$ cat config.mk
export PLATFORM = sky130hd
export DESIGN_NAME = trs_sched
export DESIGN_NICKNAME = d
export VERILOG_FILES = /design/src/rtl/trs_sched_pkg.sv /design/src/rtl/trs_sched_trs.sv /design/src/rtl/trs_sched.sv
export SDC_FILE = /design/constraint.sdc
export NUM_CORES = 1
export LEC_CHECK = 0
export BUFFER_PORTS_ARGS = -buffer_cell sky130_fd_sc_hd__buf_4
export CAP_MARGIN = 20
export CORE_MARGIN = 8
export CORE_UTILIZATION = 50
export CTS_CLUSTER_SIZE = 10
export DETAILED_ROUTE_END_ITERATION = 8
export PLACE_DENSITY = 0.82
export SETUP_SLACK_MARGIN = 0.1
export SLEW_MARGIN = 20
export SYNTH_ARGS = -nofsm -noshare
export SYNTH_HDL_FRONTEND = slang
export SYNTH_SLANG_ARGS = --single-unit
export TNS_END_PERCENT = 30
$ cat constraint.sdc
create_clock -name clk -period 5.45 [get_ports clk]
set_clock_uncertainty 0.2 [all_clocks]
set_input_delay 0.8175 -clock clk [delete_from_list [all_inputs] [get_ports clk]]
set_output_delay 0.8175 -clock clk [all_outputs]
set_load 0.05 [all_outputs]
$ cat src/rtl/trs_sched_pkg.sv
// Shared types and helpers for the round-robin trs scheduler.
package trs_sched_pkg;

    typedef enum logic {
        ST_EMPTY = 1'b0,
        ST_FULL  = 1'b1
    } out_state_e;

    function automatic int ch_w(input int n);
        return (n > 1) ? $clog2(n) : 1;
    endfunction

    // Counts stick at max_v instead of wrapping.
    function automatic logic [31:0] sat_inc(input logic [31:0] v, input logic [31:0] max_v);
        return (v == max_v) ? v : v + 32'd1;
    endfunction

endpackage

$ cat src/rtl/trs_sched_trs.sv
// Truncate / round-half-up / saturate from a wide signed accumulator to a narrow sample.
module trs #(
    parameter int IN_WIDTH  = 36,
    parameter int OUT_WIDTH = 16,
    parameter int TRUNC     = 18
) (
    input  logic signed [IN_WIDTH-1:0]  din,
    output logic signed [OUT_WIDTH-1:0] dout,
    output logic                        sat
);

    localparam int SUM_W = IN_WIDTH - TRUNC + 1;

    // One extra bit of headroom so the round-bit add cannot overflow.
    function automatic logic signed [SUM_W-1:0] round_half_up(input logic signed [IN_WIDTH-1:0] d);
        logic signed [SUM_W-1:0] kept;
        kept = {d[IN_WIDTH-1], d[IN_WIDTH-1:TRUNC]};
        return kept + {{(SUM_W-1){1'b0}}, d[TRUNC-1]};
    endfunction

    // Returns {sat, value}; in range only when all bits above the output sign agree.
    function automatic logic [OUT_WIDTH:0] saturate(input logic signed [SUM_W-1:0] v);
        logic [SUM_W-OUT_WIDTH:0] hi;
        hi = v[SUM_W-1:OUT_WIDTH-1];
        if ((&hi) || (~|hi))
            return {1'b0, v[OUT_WIDTH-1:0]};
        else if (v[SUM_W-1])
            return {1'b1, 1'b1, {(OUT_WIDTH-1){1'b0}}};
        else
            return {1'b1, 1'b0, {(OUT_WIDTH-1){1'b1}}};
    endfunction

    logic signed [SUM_W-1:0] rnd;

    assign rnd         = round_half_up(din);
    assign {sat, dout} = saturate(rnd);

endmodule

$ cat src/rtl/trs_sched.sv
// Round-robin scheduler feeding NUM_CH requesters through one shared trs, with per-channel saturation counters.
module trs_sched
    import trs_sched_pkg::*;
#(
    parameter int NUM_CH    = 4,
    parameter int IN_WIDTH  = 36,
    parameter int OUT_WIDTH = 16,
    parameter int TRUNC     = 18,
    parameter int CNT_WIDTH = 16,
    localparam int CH_W     = ch_w(NUM_CH)
) (
    input  logic                          clk,
    input  logic                          rst,
    input  logic                          en,
    input  logic [NUM_CH-1:0]             in_valid,
    input  logic [NUM_CH*IN_WIDTH-1:0]    in_data,
    output logic [NUM_CH-1:0]             in_ready,
    output logic                          out_valid,
    input  logic                          out_ready,
    output logic signed [OUT_WIDTH-1:0]   out_data,
    output logic [CH_W-1:0]               out_ch,
    output logic                          out_sat,
    input  logic [NUM_CH-1:0]             sat_cnt_clr,
    output logic [NUM_CH*CNT_WIDTH-1:0]   sat_cnt
);

    localparam logic [31:0] CNT_MAX = 32'((64'd1 << CNT_WIDTH) - 64'd1);

    out_state_e                  state;
    logic [CH_W-1:0]             rr_ptr;
    logic [CH_W-1:0]             gnt_idx;
    logic [CH_W-1:0]             rr_nxt;
    logic                        gnt_found;
    logic                        can_take;
    logic                        xfer;
    logic signed [IN_WIDTH-1:0]  trs_din;
    logic signed [OUT_WIDTH-1:0] trs_dout;
    logic                        trs_sat;

    // Arbiter: first valid channel at or after rr_ptr, wrapping modulo NUM_CH.
    always_comb begin
        gnt_found = 1'b0;
        gnt_idx   = '0;
        for (int k = 0; k < NUM_CH; k++) begin
            if (!gnt_found && in_valid[(int'(rr_ptr) + k) % NUM_CH]) begin
                gnt_found = 1'b1;
                gnt_idx   = CH_W'((int'(rr_ptr) + k) % NUM_CH);
            end
        end
    end

    assign can_take  = (state == ST_EMPTY) || out_ready;
    assign xfer      = !rst && en && can_take && gnt_found;
    assign in_ready  = xfer ? (NUM_CH'(1) << gnt_idx) : '0;
    assign rr_nxt    = CH_W'((int'(gnt_idx) + 1) % NUM_CH);
    assign out_valid = (state == ST_FULL);

    always_comb begin
        trs_din = '0;
        for (int i = 0; i < NUM_CH; i++) begin
            if (gnt_idx == CH_W'(i))
                trs_din = in_data[i*IN_WIDTH +: IN_WIDTH];
        end
    end

    trs #(
        .IN_WIDTH  (IN_WIDTH),
        .OUT_WIDTH (OUT_WIDTH),
        .TRUNC     (TRUNC)
    ) u_trs (
        .din  (trs_din),
        .dout (trs_dout),
        .sat  (trs_sat)
    );

    // Output stage: one result register, EMPTY/FULL.
    always_ff @(posedge clk or posedge rst) begin
        if (rst) begin
            state    <= ST_EMPTY;
            rr_ptr   <= '0;
            out_data <= '0;
            out_ch   <= '0;
            out_sat  <= 1'b0;
        end else begin
            if (xfer) begin
                out_data <= trs_dout;
                out_sat  <= trs_sat;
                out_ch   <= gnt_idx;
                rr_ptr   <= rr_nxt;
            end
            case (state)
                ST_EMPTY: if (xfer) state <= ST_FULL;
                ST_FULL:  if (!xfer && out_ready) state <= ST_EMPTY;
                default:  state <= ST_EMPTY;
            endcase
        end
    end

    for (genvar i = 0; i < NUM_CH; i++) begin : g_cnt
        logic                 inc;
        logic [CNT_WIDTH-1:0] cnt;

        assign inc = xfer && trs_sat && (gnt_idx == CH_W'(i));

        // A clear coinciding with an event keeps the event.
        always_ff @(posedge clk or posedge rst) begin
            if (rst)
                cnt <= '0;
            else if (sat_cnt_clr[i])
                cnt <= inc ? CNT_WIDTH'(1) : '0;
            else if (inc)
                cnt <= CNT_WIDTH'(sat_inc(32'(cnt), CNT_MAX));
        end

        assign sat_cnt[i*CNT_WIDTH +: CNT_WIDTH] = cnt;
    end

endmodule

* Yosys cells after proc, flatten, opt, wreduce, memory -nomap -nowiden
Cells that the tools add are included.
Cells by class: shift-type cells 1, $add $sub $neg 9, reduce and logical (&&, ||, !) cells 34, bitwise logic cells 4, $lt $le $gt $ge 4, muxes and demuxes 45, eq/ne operators 11
Operator list (count):
- $mux 16 | 13
- $mux 36 | 4
- $add 16x1->16 const B | 4
- $eq 16x16->1 const B | 4
- $add 18x2->19 | 1
- $mux 1 | 17
- $mux 17 | 1
- $logic_and 1x1->1 | 12
- $lt 3x4->1 const B | 3
- $bmux 1 s2 | 4
- $mux 2 | 4
- $ne 2x2->1 const B | 4
- $reduce_and 2->1 | 4
- $reduce_bool 2->1 | 4
- $logic_not 1->1 | 6
- $reduce_or 2->1 | 3
- $add 2x1->2 const B | 2
- $add 2x2->2 const B | 2
- $eq 2x2->1 const B | 2
- $mux 4 | 1
- $reduce_and 4->1 | 1
- $reduce_or 4->1 | 1
- $shl 1x2->4 const A | 1
- $and 1x1->1 const A | 3
- 6 further kinds | 7
Storage, ports and cells: logic and storage cells 117, bits in registers 86, output and inout bits 88, input port bits 156

* Depth between registers and ports, before layout
Gate-level depths: netlist of the first run.
depth in word-level cells 28, gate-level depth with buffers 25

* Modules after synthesis
A second synthesis of the first run with hierarchy kept.
Unflattened totals: cells, all modules 888, area total of the unflattened synthesis 6573.8 µm²
Modules (own cells, without submodules):
- trs_sched | times used 1, area an instance 5676.7 µm², cells each 745, sequential area each 2152.1 µm²
- trs | times used 1, area an instance 897.1 µm², cells each 143, sequential area each 0.0 µm²

* Worst setup path after synthesis of the first run
Ideal clock, no wire load.
path type input to output, from in rst, to out in_ready[2], setup slack 0.030 ns, stages 6, path buffers 3, data arrival time 4.402 ns, required time 4.433 ns, cells stage by stage inv_1 > and4_1 > clkbuf_1 > buf_1 > clkbuf_1 > and2_1
On the way: word-level cells in the longest chain between the ends 5
Ends and longest elaborated chain:
- start: declaration | RTL line trs_sched.sv:13 | input logic rst,
- $logic_not 1->1 (no line)
- $logic_and 1x1->1 (3 in series) | RTL line trs_sched.sv:53 | assign xfer = !rst && en && can_take && gnt_found;
- $mux 4 | RTL line trs_sched.sv:54 | assign in_ready = xfer ? (NUM_CH'(1) << gnt_idx) : '0;
- end: declaration | RTL line trs_sched.sv:17 | output logic [NUM_CH-1:0] in_ready,
No other way between the ends.

* Worst setup path after layout of the first run
from in in_valid[0], to reg g_cnt[3].cnt[10]
On the way: word-level cells in the longest chain between the ends 26, elaborated cells between the ends (all ways) 44, those cells by class 1 x add/sub; 3 x eq/ne; 24 x mux; 16 x reduce/logical
Ends and longest elaborated chain:
- start: declaration | RTL line trs_sched.sv:15 | input logic [NUM_CH-1:0] in_valid,
- $bmux 1 s2 | RTL line trs_sched.sv:45 | if (!gnt_found && in_valid[(int'(rr_ptr) + k) % NUM_CH]) begin
- $mux 1 (implied by the code) | RTL line trs_sched.sv:45
- $mux 1 | RTL line trs_sched.sv:45
- $logic_not 1->1 | RTL line trs_sched.sv:45
- $logic_and 1x1->1 | RTL line trs_sched.sv:45
- $mux 1 | RTL line trs_sched.sv:45
- $logic_not 1->1 | RTL line trs_sched.sv:45
- $logic_and 1x1->1 | RTL line trs_sched.sv:45
- (+4 left out)
- net gnt_idx[0] | RTL line trs_sched.sv:31 | logic [CH_W-1:0] gnt_idx;
- (+6 left out)
- $reduce_or 4->1 | RTL line trs_sched_trs.sv:25 | if ((&hi) || (~|hi))
- $logic_not 1->1 | RTL line trs_sched_trs.sv:25
- $logic_or 1x1->1 | RTL line trs_sched_trs.sv:25
- $mux 17 | RTL line trs_sched_trs.sv:25
- $logic_and 1x1->1 | RTL line trs_sched.sv:103 | assign inc = xfer && trs_sat && (gnt_idx == CH_W'(i));
- $logic_and 1x1->1 * | RTL line trs_sched.sv:103
- $reduce_bool 2->1 (no line) *
- $reduce_and 2->1 (no line) *
- end signal: assignment | RTL line trs_sched.sv:110 | cnt <= inc ? CNT_WIDTH'(1) : '0;
- end signal: assignment | RTL line trs_sched.sv:112 | cnt <= CNT_WIDTH'(sat_inc(32'(cnt), CNT_MAX));
- end: declaration | RTL line trs_sched.sv:101 | logic [CNT_WIDTH-1:0] cnt;
The timed path passes the listed nets; every way through them passes the cells marked *. The select of a mux whose other input is x is not followed. A chain may end at the register's enable or synchronous reset.

==> results of run 1 <==
-- through the flow --
step	total power [mW]	hold slack (ps)	TNS, ps	worst slack, ps
2_1_floorplan	1.92	309	0	525
3_3_place_gp	2.33	268	0	107
3_5_place_dp	2.37	272	-403	-85.9
4_1_cts	3.10	251	0	282
5_1_grt	3.27	272	0	148
6_report	3.11	244	0	466
-- layout make-up --
class / count / share of cell area (%)
Inverter: 21 / 1.05
Sequential cell: 86 / 27.4
Tap cell: 147 / 2.34
Clock buffer: 13 / 3.31
Clock inverter: 3 / 1.15
Multi-Input combinational cell: 534 / 45.2
Timing Repair Buffer: 200 / 19.6
-- worst reg2reg max path, delay by kind of cell (launching register included) --
| kind | cells | cell delay [ps] |
|---|---|---|
| buffers and inverters | 2 | 440 |
| AO/OA/AOI/OAI | 6 | 780 |
| XOR/XNOR | 1 | 180 |
| flip-flops | 1 | 410 |
| AND/OR/NAND/NOR | 8 | 2050 |
| multiplexers | 1 | 300 |
| adder cells (fa/ha/maj) | 2 | 350 |
-- cells in the final DEF, fill, tap and decap left out, types with 8 or more instances in the layout --
cell         n
o22ai_1     18
buf_4      196
nand2b_1     9
nor4_1       8
a22oi_1     12
ha_1        10
nor3_1      14
clkbuf_16    9
a21oi_1     52
nand4_1     24
nor2b_1     20
and2_1       8
nor2_1      61
o21ai_0     11
or3_1       13
inv_1       19
xnor2_1     12
a21oi_2     11
or4_1       40
nand3_1     26
nand2_1     48
o31ai_1     38
dfrtp_1     86
mux2_1      13
-- flip-flops by register name, indices dropped and copies added, names as in the netlist --
signal / cells
g_cnt.cnt: 64
out_data: 16
out_ch: 2
rr_ptr: 2
out_sat: 1
out_valid: 1
-- worst max-delay path by stage --
stage                     cells past startpoint  slack, ps          endpoint
after CTS                                    21        280   g_cnt[2].cnt[9]
after global placement                       21        110   g_cnt[2].cnt[8]
after floorplan                              24        520   g_cnt[2].cnt[6]
after global routing                         22        150  g_cnt[3].cnt[10]
final                                        22        470  g_cnt[3].cnt[10]
after detailed placement                     21        -90   g_cnt[2].cnt[9]
-- routing by layer --
layer  vias to the layer above  global-route usage (%)  share of wire [%]
met1                      3015                    26.5                 40
met5                         -                       0                  0
met4                         0                    8.42                2.2
met2                       288                    40.0                 49
li1                       2930                       -                  -
met3                        38                    7.64                8.7
-- logic make-up (layout without fill, tap and decap cells) --
group | after synthesis | in the layout | synth area share (%)
DFF | 86 | 86 | 35.7
buffers and inverters | 73 | 237 | 5.76
xor gates and xnor gates | 15 | 15 | 2.18
AOI/OAI and AO/OA | 181 | 181 | 21.4
muxes | 20 | 20 | 3.67
adders and majority gates | 11 | 11 | 2.28
and+or+nand+nor | 307 | 307 | 29.1
-- report_power, final --
group	switching, mW	total (mW)	leakage, nW	internal (mW)
combinational	1.07	1.60	2.00	0.536
sequential	0.0617	0.777	1.14	0.715
clock	0.255	0.729	0.170	0.474
-- what timing repair did --
action | CTS | global route
endpoints found under the hold margin | 0 | 0
setup buffers | 0 | 0
endpoints found under the setup margin | 0 | 25
resized for setup | 0 | 5
==> metrics.txt, run 1 <==
synthesized net count 860; Critical Path Source in_valid[0]; Routed WL 18,800 µm; Worst-path clk slew approximately 60 ps; Tot GR Track Use 23.3%; worst vdd ir 0.000432 V; crit path launch type input pin; top post-synthesis cells by area dfrtp_1, or4_1, o31ai_1; Ports 244; FF/Latch Area approximately 0.0022 mm²; area leader, netlist dfrtp_1; CTS tree yes; Initial Util 50.7%; max_slew headroom 36.1%; hold crit path type input pin to asynchronous set/reset pin; root buffer cell clkbuf_16; Slew @ Worst Pin 958 ps; mapped cell area 0.00603 mm²; most common cell in the netlist dfrtp_1; Post-DRT Antenna Nets 0; DIE AREA between 0.015 and 0.02 mm²; Crit-path slowest cell nor3_4; max incr delay on CP 790 ps; maxcap violations 0; synth cell count leaders dfrtp_1, nor2_1, a21oi_1, nand2_1, or4_1; Final Hold Vio Count 0; htree depth 3; GR Overflow Total 0; Worst Reg2Reg Path Length in Cells 20; post-detail-place hpwl 13,900 µm; cell area after placement 0.00750 mm²; Layout Nets 1,019; PwrDens 395 mW/mm²; most common flop cell mapped by yosys dfrtp_1; # setup viols final 0; CP bufs+invs 4; Crit. End Element register; Synth Area per Inst about 8.7 µm²; Multi-input gate area 0.00356 mm²; clk sinks 86; highest clock rate 201 MHz; Diodes inserted 0; WL/cell about 19 µm; fin. max-slew vios 0; Inst Count DP 988; CP top delay family simple AND/OR/NAND/NOR gates; pin count of the biggest net entering global routing between 70 and 80; CTS Buf Count 9; Critical Path AT roughly 5000 ps; routability cong. 0.939; Chip Width 126 µm; Final Non-Filler Cells 1,004; RSZ-0062 raised after global routing no; Yosys top cell area share 35.7%; Buffers on Ports about 180; DRT iter0 DRCs 523; Clock Latency Late Sink 350 ps; Unique masters post-synth 66; fin util 66.1%; synthesized instance count 693; Fillers 979; Synthesis Warnings 0; Pleak roughly 3.3 nW; DR vias 6,271; DIE HEIGHT 126 µm; number of vias per cell 6.25; clock period minus worst slack 4980 ps; register area share after synthesis 35.7%; FFs w/ async S/R, synth 100%; reg2reg end g_cnt[3].cnt[10]; core footprint around 0.012 mm²; area grow syn2layout 30.4%; CTS hold repair buffers 0; clk buf depth 2; fraction of layout cells with a size suffix above 1 30.6%; Req. time, crit path 5480 ps; antenna violations before repair 0; outcome complete, no violations; CP cell instances buf_4, inv_1, nor2_1, a21oi_1, o22ai_1, a21oi_2, inv_1, ha_1, nor2b_1, a22oi_1, nor2_1, a21oi_1, o21ai_0, ha_1, and2_1, nand4_2, nor4_2, xnor2_1, nor3_4, buf_4, nor4_1, mux2_2; crit share post-route 91.4%; Setup CP Type input pin to register; FP Rows 40; Reg-to-Reg Start rr_ptr[0]; number of synthesized flops with an enable pin 0; CP max FO 26; vias in the first global route 6,489; r2r setup slk between 600 and 700 ps; residual DRC count 0; design area 0.00787 mm²; first-pass GRT wire length ~31,000 µm; drt pass-1 iters 5; flip-flop and latch count after synthesis 86
Power figures use the tool's default switching activity.
==> run 2, diff against run 1 <==
ABC_AREA = 1   (was not set)
PLACE_DENSITY = 0.79   (was 0.82)
==> metrics.txt, run 2 <==
DIE AREA 0.0187 mm² (+18%); Req. time, crit path 5470 ps (about the same); DIE HEIGHT 137 µm (+8.5%); max FFs per register 64 (unchanged); hold crit path type register to register; grt met2 use 37.8% (-2.2 points); root buffer cell clkbuf_16; crit path launch type input pin; clock period minus worst slack 4920 ps (-59.9 ps); Ports 244 (unchanged); DRT iter0 DRCs 406 (-22%); PwrDens 715 mW/mm² (+81%); DR vias 7,230 (+15%); most common cell in the netlist nand2_1; outcome complete, no violations; worst vdd ir 0.000448 V (+3.7%); clk sinks 86 (unchanged); Worst-path clk slew 60 ps (about the same); residual DRC count 0 (unchanged); register area share after synthesis 29.6% (-6.1 points); max_slew headroom 40.5% (+4.3 points); antenna violations before repair 0 (unchanged); Clock Latency Late Sink 350 ps (about the same); synth cell count leaders nand2_1, nor2_1, nand3_1, dfrtp_1, inv_1; CP max FO 15 (-42%); max incr delay on CP 300 ps (-490 ps); core footprint 0.0144 mm² (+21%); FP Rows 44 (+10%); Synth Area per Inst 6.75 µm² (-23%); Synthesis Warnings 0 (unchanged); CTS Buf Count 9 (unchanged); Critical Path AT 4950 ps (-70 ps); Critical Path Source in_valid[3]; Slew @ Worst Pin 890 ps (-67.6 ps); Chip Width 137 µm (+8.5%); Pleak 4.44 nW (+34%); synthesized instance count 1,078 (+56%); number of vias per cell 5.10 (-18%); r2r setup slk 620 ps (about the same); most common flop cell mapped by yosys dfrtp_1; Post-DRT Antenna Nets 0 (unchanged); CTS tree yes; fraction of layout cells with a size suffix above 1 24.1% (-6.4 points); Biggest register g_cnt.cnt; HP Start out_data[4]; fin util 62.1% (-4.0 points); Buffers on Ports 175 (unchanged); highest clock rate 203 MHz (+1.2%); first-pass GRT wire length 33,700 µm (+9.0%); Final Hold Vio Count 0 (unchanged); vias in the first global route 6,961 (+7.3%); most frequent cells in the layout nand2_1, buf_4, nor2_1, nand3_1, dfrtp_1; maxcap violations 0 (unchanged); Top Usage Layer GRT met2; post-CTS repair timing setup buffer count 0 (unchanged); most common cell after layout, fill and taps aside nand2_1; RSZ-0062 raised after global routing no; Crit-path slowest cell or2_2; synthesized net count 1,245 (+45%); htree depth 3 (unchanged); WL/cell 14.1 µm (-25%); top post-synthesis cells by area dfrtp_1, nand2_1, nand3_1; pin count of the biggest net entering global routing 45 (-39%); routability cong. 0.909 (-3.1%); Yosys top cell area share 29.6% (-6.1 points); Reg-to-Reg Start rr_ptr[0]; Crit. End Element register; cell mode on critical path nand2_1; met1 usage 27.2% (+0.63 points); GR Overflow Total 0 (unchanged); flip-flop and latch count after synthesis 86 (unchanged); Unique masters post-synth 43 (-35%); fin. max-slew vios 0 (unchanged); FFs w/ async S/R, synth 100% (unchanged); Layout Nets 1,397 (+37%); grt met3 use 4.15% (-3.5 points); Top Registers g_cnt.cnt: 64 flops, out_data: 16 flops; setup TNS 0 ps (unchanged); crit share post-route 90.3% (-1.1 points); area leader, netlist dfrtp_1; drt pass-1 iters 8 (+3); # setup viols final 0 (unchanged); mapped cell area 0.00727 mm² (+21%); Fillers 1,355 (+38%); Setup CP Type input pin to register; Tot GR Track Use 22.0% (-1.3 points); area grow syn2layout 22.6%; Diodes inserted 0 (unchanged); post-detail-place hpwl 15,000 µm (+8.2%); Initial Util 50.6% (-0.052 points); Routed WL 20,000 µm (+6.4%); number of synthesized flops with an enable pin 0 (unchanged); clk buf depth 2 (unchanged)
-- run 2: cell types whose count changed after synthesis, sizes merged, moves of 17 or more --
cell   change
nand2    +312
mux2      -17
or4       -40
nor2     +102
o31ai     -41
xor2      +39
nor2b     -20
a21oi     -38
nand3    +153
inv       +59
-- run 2: power breakdown --
group | leakage (nW) | switching (mW) | total, mW | internal (mW)
clock network | 0.162 | 0.269 | 0.689 | 0.420
logic | 3.11 | 3.36 | 4.88 | 1.52
registers | 1.17 | 0.0757 | 0.813 | 0.738
-- run 2: cells by family (layout without fill, tap and decap cells) --
kind of cell	Yosys count	in the layout	synth area share, %
simple gates	750	750	49.7
buf+inv	129	286	8.76
flops	86	86	29.6
compound gates	53	53	4.18
xor+xnor	49	49	5.90
fa+ha+maj	11	11	1.89
-- run 2: metrics by stage --
stage	worst slack (ps)	hold slack, ps	cell area (µm²)	power, mW	cells
after floorplan	436	397	7270	4.85	1078
after global placement	277	266	8580	5.65	1403
after detailed placement	162	269	8580	5.72	1403
after CTS	502	288	8910	6.43	1419
after global routing	106	320	8920	7.02	1419
final	526	283	8920	6.38	1419
-- run 2: final timing paths --
check / cells after the start / end
setup / recovery: 32 / g_cnt[1].cnt[12]
hold / removal: 2 / out_data[4]
setup reg to reg: 31 / g_cnt[1].cnt[12]
hold reg to reg: 2 / out_data[4]
max in group asynchronous: 4 / out_data[4]
min in group asynchronous: 3 / g_cnt[3].cnt[11]
-- run 2: area by class of cell --
type,count,area [µm²],area share [%]
timing repair buffer,185,1390,15.6
tap,184,230,2.58
clock inverter,5,88.8,0.996
sequential,86,2150,24.1
clock buffer,11,243,2.72
multi-input combinational,863,4490,50.4
inverter,85,323,3.62
-- run 2: critical path, delay by kind of cell --
family / cells / cell delay (ps)
AO/OA/AOI/OAI: 7 / 780
AND/OR/NAND/NOR: 17 / 2390
adder cells (fa/ha/maj): 3 / 540
buffers and inverters: 5 / 390
-- run 2: what timing repair did --
action	CTS	global route
gates resized for setup	0	1
setup endpoints to repair	0	1
hold buffers	0	0
-- run 2: per-layer routing --
layer  part of all wire [%]  wire [µm]
met2                     49       9740
met3                    5.6       1110
met5                      0          0
met1                     44       8790
met4                    1.5        308
==> run 3, diff against run 2 <==
clock period = 6.05 ns   (was 5.45 ns; I/O delays follow)
==> metrics.txt, run 3 (same netlist as run 2, synthesis figures left out) <==
drt pass-1 iters 5 (-3); crit share post-route about nine tenths; antenna violations before repair 0 (unchanged); post-CTS repair timing setup buffer count 0 (unchanged); Fillers 1,406 (+3.8%); Diodes inserted 0 (unchanged); PwrDens 641 mW/mm² (-10%); hold crit path type register to register; DR vias 7,327 (+1.3%); RSZ-0062 raised after global routing no; design area 0.00886 mm² (-0.66%); pin count of the biggest net entering global routing 49 (+8.9%); Ports 244 (unchanged); Buffers on Ports 175 (unchanged); clk sinks 86 (unchanged); FP Rows 44 (unchanged); most common cell after layout, fill and taps aside nand2_1; cell area after placement 0.00855 mm² (-0.26%); area grow syn2layout 21.8%; fraction of layout cells with a size suffix above 1 23.8% (-0.35 points); first-pass GRT wire length 33,200 µm (-1.4%); Req. time, crit path 6070 ps (+600 ps); worst vdd ir 0.000329 V (-27%); Worst-path clk slew 60 ps (about the same); Layout Nets 1,394 (-0.21%); number of vias per cell 5.17 (+1.6%); Final Hold Vio Count 0 (unchanged); CTS tree yes; CP max FO 16 (+1); CTS hold repair buffers 0 (unchanged); setup TNS 0 ps (unchanged); Tot GR Track Use 21.6% (-0.36 points); Critical Path AT 5380 ps (+430 ps); DIE AREA 0.0187 mm² (unchanged); clock period minus worst slack 5360 ps; clk buf depth 2 (unchanged); Final Hold Slack 280 ps (-3.21 ps); most frequent cells in the layout nand2_1, buf_4, nor2_1, nand3_1, dfrtp_1; Initial Util 50.6% (unchanged); max_slew headroom 37.5% (-2.9 points); vias in the first global route 7,007 (+0.66%); GR Overflow Total 0 (unchanged); count of cells resized by post-cts repair 0 (unchanged); fin. max-slew vios 0 (unchanged); post-detail-place hpwl 15,100 µm (+0.24%); routability cong. 0.900 (-1.0%); Pleak 4.40 nW (-0.84%); max FFs per register 64 (unchanged); crit path launch type input pin; highest clock rate 187 MHz; Routed WL 20,100 µm (+0.75%); Biggest register g_cnt.cnt; fin util 61.6% (-0.41 points); htree depth 3 (unchanged); WL/cell 14.2 µm (+0.97%); Post-DRT Antenna Nets 0 (unchanged); residual DRC count 0 (unchanged); Clock Latency Late Sink 340 ps (about the same); root buffer cell clkbuf_16; core footprint 0.0144 mm² (unchanged); Top Registers g_cnt.cnt: 64 flops, out_data: 16 flops; DIE HEIGHT 137 µm (unchanged); Crit. End Element register; r2r setup slk 870 ps (+250 ps); DRT iter0 DRCs 395 (-2.7%); Slew @ Worst Pin 934 ps (+43.9 ps); maxcap violations 0 (unchanged); Chip Width 137 µm (unchanged); # setup viols final 0 (unchanged); Setup CP Type input pin to register; CTS Buf Count 9 (unchanged); outcome complete, no violations
-- run 3: metal layers --
metal	global-route usage [%]	up-vias	share of wire (%)	routed length (µm)
li1	-	3745	-	-
met1	26.4	3389	43	8650
met2	37.5	172	49	9920
met3	4.92	21	6.3	1270
met4	5.25	0	1.3	269
met5	0	-	0	0
-- run 3: path summary, 6_finish.rpt --
kind / from / endpoint / cells past startpoint
min in group asynchronous: rst / g_cnt[3].cnt[3] / 3
setup / recovery: in_valid[3] / g_cnt[0].cnt[3] / 28
max in group asynchronous: rst / g_cnt[2].cnt[13] / 4
hold / removal: out_data[14] / out_data[14] / 2
setup reg to reg: rr_ptr[0] / g_cnt[0].cnt[3] / 26
hold reg to reg: out_data[14] / out_data[14] / 2
-- run 3: where the power goes --
part	switching [mW]	leakage, nW	internal [mW]
Sequential	0.0655	1.17	0.665
Combinational	3.04	3.09	1.34
Clock	0.227	0.146	0.342
-- run 3: area by class of cell --
class                      count  area (µm²)  area share, %
clock buffer                  13         260           2.94
clock inverter                 3        42.5          0.480
inverter                      85         323           3.64
multi-input combinational    863        4480           50.6
sequential                    86        2150           24.3
tap                          184         230           2.60
timing repair buffer         182        1370           15.4
-- run 3: critical path: stages --
cell and delay [ps]:
buf_4 110, or2_2 280, o21ai_1 90, nand2_1 70
o21ai_1 120, nor2_1 70, inv_1 70, o21ai_0 70
o22ai_1 120, inv_1 40, or2_2 290, inv_1 100
ha_1 510, a22oi_1 200, nand2_1 90, o21ai_0 90
a21oi_1 200, ha_1 180, ha_1 290, nand3_1 230
nor2_4 190, nand3_1 80, nand2_1 100, nor2_2 50
nand2_4 240, nand4_4 300, nand3_1 170, nand2_1 90
-- run 3: through the flow --
step / power (mW) / std cells / worst slack, ps
2_1_floorplan: 4.37 / 1078 / 856
3_3_place_gp: 5.07 / 1400 / 444
3_5_place_dp: 5.11 / 1400 / 337
4_1_cts: 5.70 / 1416 / 704
5_1_grt: 6.23 / 1416 / 216
6_report: 5.68 / 1416 / 689
